<file path="config.mk">
export PLATFORM = sky130hd
export DESIGN_NAME = dmem_arbiter
export DESIGN_NICKNAME = d
export VERILOG_FILES = /design/src/rtl/dmem_arb_pkg.sv /design/src/rtl/dmem_arbiter_rr_pick2.sv /design/src/rtl/dmem_arbiter.sv
export SDC_FILE = /design/constraint.sdc
export NUM_CORES = 1
export LEC_CHECK = 0
export ABC_AREA = 1
export CAP_MARGIN = 20
export CELL_PAD_IN_SITES_DETAIL_PLACEMENT = 1
export CELL_PAD_IN_SITES_GLOBAL_PLACEMENT = 1
export CORE_MARGIN = 8
export CORE_UTILIZATION = 29
export CTS_BUF_LIST = sky130_fd_sc_hd__clkbuf_16
export DETAILED_ROUTE_END_ITERATION = 6
export GPL_TIMING_DRIVEN = 0
export HOLD_SLACK_MARGIN = 0.15
export PLACE_DENSITY_LB_ADDON = 0.1
export SYNTH_ARGS = -nofsm -noshare
export SYNTH_HDL_FRONTEND = slang
export SYNTH_HIERARCHICAL = 1
export SYNTH_SLANG_ARGS = --single-unit
</file>
<file path="constraint.sdc">
create_clock -name clk -period 2.1 [get_ports clk]
set_input_delay 0.21 -clock clk [delete_from_list [all_inputs] [get_ports clk]]
set_output_delay 0.21 -clock clk [all_outputs]
set_load 0.02 [all_outputs]
</file>
<file path="src/rtl/dmem_arb_pkg.sv">
// Shared types and helpers for the data-memory arbiter.
package dmem_arb_pkg;

    localparam int WORD_W = 32;

    typedef enum logic [0:0] {
        IDLE  = 1'b0,
        SERVE = 1'b1
    } arb_state_e;

    typedef logic [0:0] port_id_t;

    // One bit wider than an address so the end-of-word compare cannot wrap.
    typedef logic [WORD_W:0] addr_ext_t;

    // Word access is legal when aligned and the whole word lies inside memory.
    function automatic logic addr_legal(input logic [WORD_W-1:0] addr,
                                        input int unsigned       mem_bytes);
        addr_ext_t end_excl;
        end_excl = {1'b0, addr} + addr_ext_t'(4);
        return (addr[1:0] == 2'b00) && (end_excl <= addr_ext_t'(mem_bytes));
    endfunction

endpackage

</file>
<file path="src/rtl/dmem_arbiter_rr_pick2.sv">
// Two-way request picker: round-robin on conflict, or port 0 first when fixed.
module rr_pick2
    import dmem_arb_pkg::*;
(
    input  logic     req0,
    input  logic     req1,
    input  port_id_t rr_last,
    input  logic     fixed,
    output logic     valid,
    output port_id_t id
);

    // A lone requester always wins; on conflict the port not served last wins.
    always_comb begin
        valid = req0 | req1;
        id    = 1'b0;
        if (req0 && req1) begin
            id = fixed ? 1'b0 : ~rr_last;
        end else if (req1) begin
            id = 1'b1;
        end
    end

endmodule

</file>
<file path="src/rtl/dmem_arbiter.sv">
// Shares one single-port data memory between the CPU port (0) and the
// loader/debug port (1). One access per grant cycle, read data one cycle later.
// Optional build macro: DMEM_ARB_STATS_EN adds conflict/error counters.
//
// state | meaning
// IDLE  | nothing latched; watching req0/req1 for a winner
// SERVE | latched access is on the memory pins, gnt asserted for its port
module dmem_arbiter
    import dmem_arb_pkg::*;
#(
    parameter int unsigned MEM_BYTES   = 128,
    parameter bit          PRIO0_FIXED = 1'b0
) (
    input  logic              clk,
    input  logic              reset,
    input  logic              req0,
    input  logic              req1,
    input  logic              we0,
    input  logic              we1,
    input  logic [WORD_W-1:0] addr0,
    input  logic [WORD_W-1:0] addr1,
    input  logic [WORD_W-1:0] wdata0,
    input  logic [WORD_W-1:0] wdata1,
    output logic              gnt0,
    output logic              gnt1,
    output logic              rvalid0,
    output logic              rvalid1,
    output logic [WORD_W-1:0] rdata0,
    output logic [WORD_W-1:0] rdata1,
    output logic              err0,
    output logic              err1,
    output logic [WORD_W-1:0] mem_addr,
    output logic [WORD_W-1:0] mem_writeData,
    output logic              mem_writeMem,
`ifdef DMEM_ARB_STATS_EN
    output logic [15:0]       conflict_cnt,
    output logic [15:0]       err_cnt,
`endif
    input  logic [WORD_W-1:0] mem_data
);

    localparam logic [0:0] ST_IDLE  = IDLE;
    localparam logic [0:0] ST_SERVE = SERVE;

    logic [0:0]        state_q, state_d;
    port_id_t          lat_id_q, lat_id_d;
    logic              lat_we_q, lat_we_d;
    logic [WORD_W-1:0] lat_addr_q, lat_addr_d;
    logic [WORD_W-1:0] lat_wdata_q, lat_wdata_d;
    port_id_t          rr_last_q, rr_last_d;

    logic              rvalid0_q, rvalid1_q;
    logic              err0_q, err1_q;
    logic [WORD_W-1:0] rdata0_q, rdata1_q;
    logic [WORD_W-1:0] ret_data_d;

    logic              pick_valid;
    port_id_t          pick_id;
    logic              pick_conflict;
    logic              serving;
    logic              serve0, serve1;
    logic              lat_legal;

    rr_pick2 u_pick (
        .req0    (req0),
        .req1    (req1),
        .rr_last (rr_last_q),
        .fixed   (PRIO0_FIXED),
        .valid   (pick_valid),
        .id      (pick_id)
    );

    assign pick_conflict = req0 & req1;

    // A reset cycle must never drive a grant or a memory write, even from SERVE.
    assign serving   = (state_q == ST_SERVE) && !reset;
    assign serve0    = serving && (lat_id_q == 1'b0);
    assign serve1    = serving && (lat_id_q == 1'b1);
    assign lat_legal = addr_legal(lat_addr_q, MEM_BYTES);

    // Next winner is taken from the same sampling in IDLE and SERVE, which is
    // what lets a port that keeps req high get back-to-back grants.
    always_comb begin
        state_d     = ST_IDLE;
        lat_id_d    = lat_id_q;
        lat_we_d    = lat_we_q;
        lat_addr_d  = lat_addr_q;
        lat_wdata_d = lat_wdata_q;
        rr_last_d   = rr_last_q;
        if (pick_valid) begin
            state_d     = ST_SERVE;
            lat_id_d    = pick_id;
            lat_we_d    = (pick_id == 1'b1) ? we1 : we0;
            lat_addr_d  = (pick_id == 1'b1) ? addr1 : addr0;
            lat_wdata_d = (pick_id == 1'b1) ? wdata1 : wdata0;
            rr_last_d   = pick_id;
        end
    end

    // FSM and request latch.
    always_ff @(posedge clk) begin
        if (reset) begin
            state_q     <= ST_IDLE;
            lat_id_q    <= 1'b0;
            lat_we_q    <= 1'b0;
            lat_addr_q  <= '0;
            lat_wdata_q <= '0;
            rr_last_q   <= 1'b1;
        end else begin
            state_q     <= state_d;
            lat_id_q    <= lat_id_d;
            lat_we_q    <= lat_we_d;
            lat_addr_q  <= lat_addr_d;
            lat_wdata_q <= lat_wdata_d;
            rr_last_q   <= rr_last_d;
        end
    end

    // Illegal accesses return zero instead of whatever the memory drives.
    assign ret_data_d = lat_legal ? mem_data : '0;

    // Return path: rvalid/err pulse one cycle after the grant, rdata holds.
    always_ff @(posedge clk) begin
        if (reset) begin
            rvalid0_q <= 1'b0;
            rvalid1_q <= 1'b0;
            err0_q    <= 1'b0;
            err1_q    <= 1'b0;
            rdata0_q  <= '0;
            rdata1_q  <= '0;
        end else begin
            rvalid0_q <= serve0;
            rvalid1_q <= serve1;
            err0_q    <= serve0 && !lat_legal;
            err1_q    <= serve1 && !lat_legal;
            if (serve0) begin
                rdata0_q <= ret_data_d;
            end
            if (serve1) begin
                rdata1_q <= ret_data_d;
            end
        end
    end

    assign gnt0          = serve0;
    assign gnt1          = serve1;
    assign rvalid0       = rvalid0_q;
    assign rvalid1       = rvalid1_q;
    assign err0          = err0_q;
    assign err1          = err1_q;
    assign rdata0        = rdata0_q;
    assign rdata1        = rdata1_q;
    assign mem_addr      = serving ? lat_addr_q : '0;
    assign mem_writeData = serving ? lat_wdata_q : '0;
    assign mem_writeMem  = serving && lat_we_q && lat_legal;

`ifdef DMEM_ARB_STATS_EN
    logic [15:0] conflict_cnt_q;
    logic [15:0] err_cnt_q;

    // Saturating counters of arbitration conflicts and illegal accesses.
    always_ff @(posedge clk) begin
        if (reset) begin
            conflict_cnt_q <= '0;
            err_cnt_q      <= '0;
        end else begin
            if (pick_conflict && (conflict_cnt_q != 16'hFFFF)) begin
                conflict_cnt_q <= conflict_cnt_q + 16'd1;
            end
            if (serving && !lat_legal && (err_cnt_q != 16'hFFFF)) begin
                err_cnt_q <= err_cnt_q + 16'd1;
            end
        end
    end

    assign conflict_cnt = conflict_cnt_q;
    assign err_cnt      = err_cnt_q;
`else
    logic unused_conflict;
    assign unused_conflict = pick_conflict;
`endif

endmodule

</file>
==> flow_metrics.env <==
export IMPL_hold_viol=0
export IMPL_worst_path_max_delay_cell="dfxtp_2"
export IMPL_drc=0
export IMPL_dpl_cell_area_um2=9980
export IMPL_syn_nets=1108
export IMPL_grt_use_met2_pct=34.4
export IMPL_coreArea_um2=22500
export IMPL_path_buf_inv=2
export IMPL_hold_class="input pin to register"
export IMPL_cap_viol_max_count=0
export IMPL_ys_flop_type="dfxtp_1"
export IMPL_setup_ws_ns=-0.518
export IMPL_cts_root_buf="clkbuf_16"
export IMPL_cpPeakStageDelay_ns=0.35
export IMPL_status="complete, but fails checks"
export IMPL_synthDistinctLibCells=25
export IMPL_die_w_um=167
export IMPL_path_clk_slew_ns=0.08
export IMPL_slew_violations=0
export IMPL_vias=8000
export IMPL_grt_use_total_pct=21.6
export IMPL_use_met3_pct=7.62
export IMPL_syn_area_um2=6620
export IMPL_io_pins=301
export IMPL_ys_ff_latch=136
export IMPL_viasPerCell=5.07
export IMPL_arrival_ns=2.41
export IMPL_die_h_um=167
export IMPL_synth_edf_count=0
export IMPL_port_buffers=300
export IMPL_power_uw=7040
export IMPL_drt_iter0_markers=463
export IMPL_syn_inst=942
export IMPL_tritoncts="yes"
export IMPL_irDropWorstVdd_mv=0.430
export IMPL_insertedDiodeCount=0
export IMPL_worst_setup_path_start_kind="register"
export IMPL_async_reset_ff_share_pct=0
export IMPL_area_growth_pct=65.3
export IMPL_min_period_over_period_pct=125
export IMPL_grt_max_degree=17
export IMPL_finish_instance_area_um2=10900
export IMPL_utilization_pct=48.6
export IMPL_rsz0062_at_grt="yes"
export IMPL_cts_buffers_inserted=17
export IMPL_hold_ws_ns=0.352
export IMPL_rows=55
export IMPL_grt_pass1_wl_mm=48.0
export IMPL_cts_sinks=136
export IMPL_yosys_area_top_type_share_pct=41.1
export IMPL_synth_compound_area_share_pct=14.2
export IMPL_dr_pass1_iters=4
export IMPL_clk_path_buf_depth=2
export IMPL_power_density_nw_per_um2=643
export IMPL_yosysWarnings=6
export IMPL_synth_xor_area_share_pct=0.397
export IMPL_cts_hold_buf=0
export IMPL_synth_most_common_cell="nand2_1"
export IMPL_synthAdderAreaFrac_pct=0
export IMPL_synth_area_leaders="dfxtp_1 (41%), nand2_1 (13%), a221oi_1 (8.5%), nand3_1 (6.9%), nand4_1 (6.7%)"
export IMPL_syn_avg_cell_area_um2=7.03
export IMPL_synth_simple_area_share_pct=34.3
export IMPL_antenna_found_initial=4
export IMPL_worstPathMaxFanout=8
export IMPL_totalWireLength_mm=31.0
export IMPL_period_minus_slack_ns=2.62
export IMPL_seq_area_frac_synth_pct=41.1
export IMPL_critPathKind="register to output port"
export IMPL_nets=1445
export IMPL_synth_top_family_by_area="simple AND/OR/NAND/NOR gates"
export IMPL_drtAntennaViolNets=0
export IMPL_grt_overflow=0
export IMPL_cts_htree_levels=4
export IMPL_violations="negative setup slack"
export IMPL_clk_latency_ns=0.43
export IMPL_start_util_pct=29.4
export IMPL_wl_per_cell_um=19.6
export IMPL_worst_slew_pin_slew_ns=0.636
export IMPL_end_kind="output port"
export IMPL_drive_gt1_share_pct=13.4
export IMPL_finalClockSkew_ns=0.0165
export IMPL_synth_largest_area_cell="dfxtp_1"
export IMPL_dp_hpwl_mm=23.9
export IMPL_slew_headroom_pct=57.6
export IMPL_use_met1_pct=27.0
export IMPL_gp_congestion=0.894
export IMPL_synth_mux_area_share_pct=0
export IMPL_cp_cell_sequence="nand2_4, nor2_8, nand2_4, nor2_4, nand3_1, nand2_1, nand2_1, nor2_1, nand2_1, nor2_2, buf_6, nand2_4, nor2_4, buf_6"
export IMPL_crit_family="simple AND/OR/NAND/NOR gates"
export IMPL_power_leakage_uw=0.00466
export IMPL_synth_common_cells="nand2_1 (222), dfxtp_1 (136), nor2_1 (102), nand3_1 (91), inv_1 (80)"
export IMPL_dieArea_um2=27900
export IMPL_setup_viol=57
export IMPL_crit_required_ns=1.89
export IMPL_grt_pass1_vias=8447
export IMPL_fmaxAchievable_mhz=382
export IMPL_busiest_layer="met2"
[kinds of logic after synthesis]
kind of cell / Yosys count
simple gates: 505
buf+inv: 157
compound gates: 140
flops: 136
xor+xnor: 3
other cells: 1
[worst reg2reg max path, delay by kind of cell, from the launching register on]
family,cells,cell delay (ns)
buffers and inverters,3,0.49
flip-flops,1,0.35
AND/OR/NAND/NOR,12,1.45
[final cells by class]
class	count	area (µm²)
flip-flops and latches	136	2750
plain buffers	74	417
clock buffers	17	425
clock inverters	15	156
well taps	285	357
repair buffers	319	3100
multi-input cells	649	3430
inverters	82	309
fillers	2780	11600
[timing repair]
action	in CTS	in global routing
pin swaps	13	22
buffers inserted	12	8
resized for setup	185	49
endpoints found under the setup margin	144	131
[per-layer routing]
metal  share of wire [%]  up-vias
met4                 2.2        8
met2                  45      252
li1                    -     3886
met1                  44     3810
met3                 8.0       44
met5                0.18        -
[final timing paths]
check,startpoint,endpoint,slack (ns),cells past startpoint
max reg2reg,lat_addr_q[2],rdata0[10],-0.27,15
min reg2reg,rdata1[19],rdata1[19],0.47,2
min,wdata0[8],lat_wdata_q[8],0.35,3
max,lat_addr_q[2],mem_writeMem,-0.52,14
[report_power, final]
| group | switching [µW] | internal [µW] |
|---|---|---|
| Combinational | 650 | 548 |
| Clock | 1370 | 1680 |
| Sequential | 86.3 | 2700 |
[placed cells by master, fill, tap and decap left out, types with 16 or more instances in the layout]
cell type	instances
nor2_4	16
clkbuf_1	41
buf_4	20
nand3_1	89
nor2_1	87
inv_1	79
dfxtp_2	17
a221oi_1	64
nand4_1	71
dlygate4sd2_1	39
clkbuf_16	17
nand2_1	204
a21oi_1	69
clkdlybuf4s50_1	232
dfxtp_1	117
[flip-flops by register name, indices dropped and copies added (netlist names), 32 cells and up]
register and cells:
lat_addr_q 32, lat_wdata_q 32, rdata0 32, rdata1 32
[stage by stage]
step                      instances  setup TNS, ns  setup WS [ns]
final                          1577         -10.39         -0.518
after global placement         1527         -99.38          -1.26
after floorplan                 942              0         0.0462
after detailed placement       1527        -102.59          -1.28
after CTS                      1570          -5.04         -0.492
after global routing           1577         -20.18         -0.640
No activity file was read; power rests on OpenSTA's default activity.
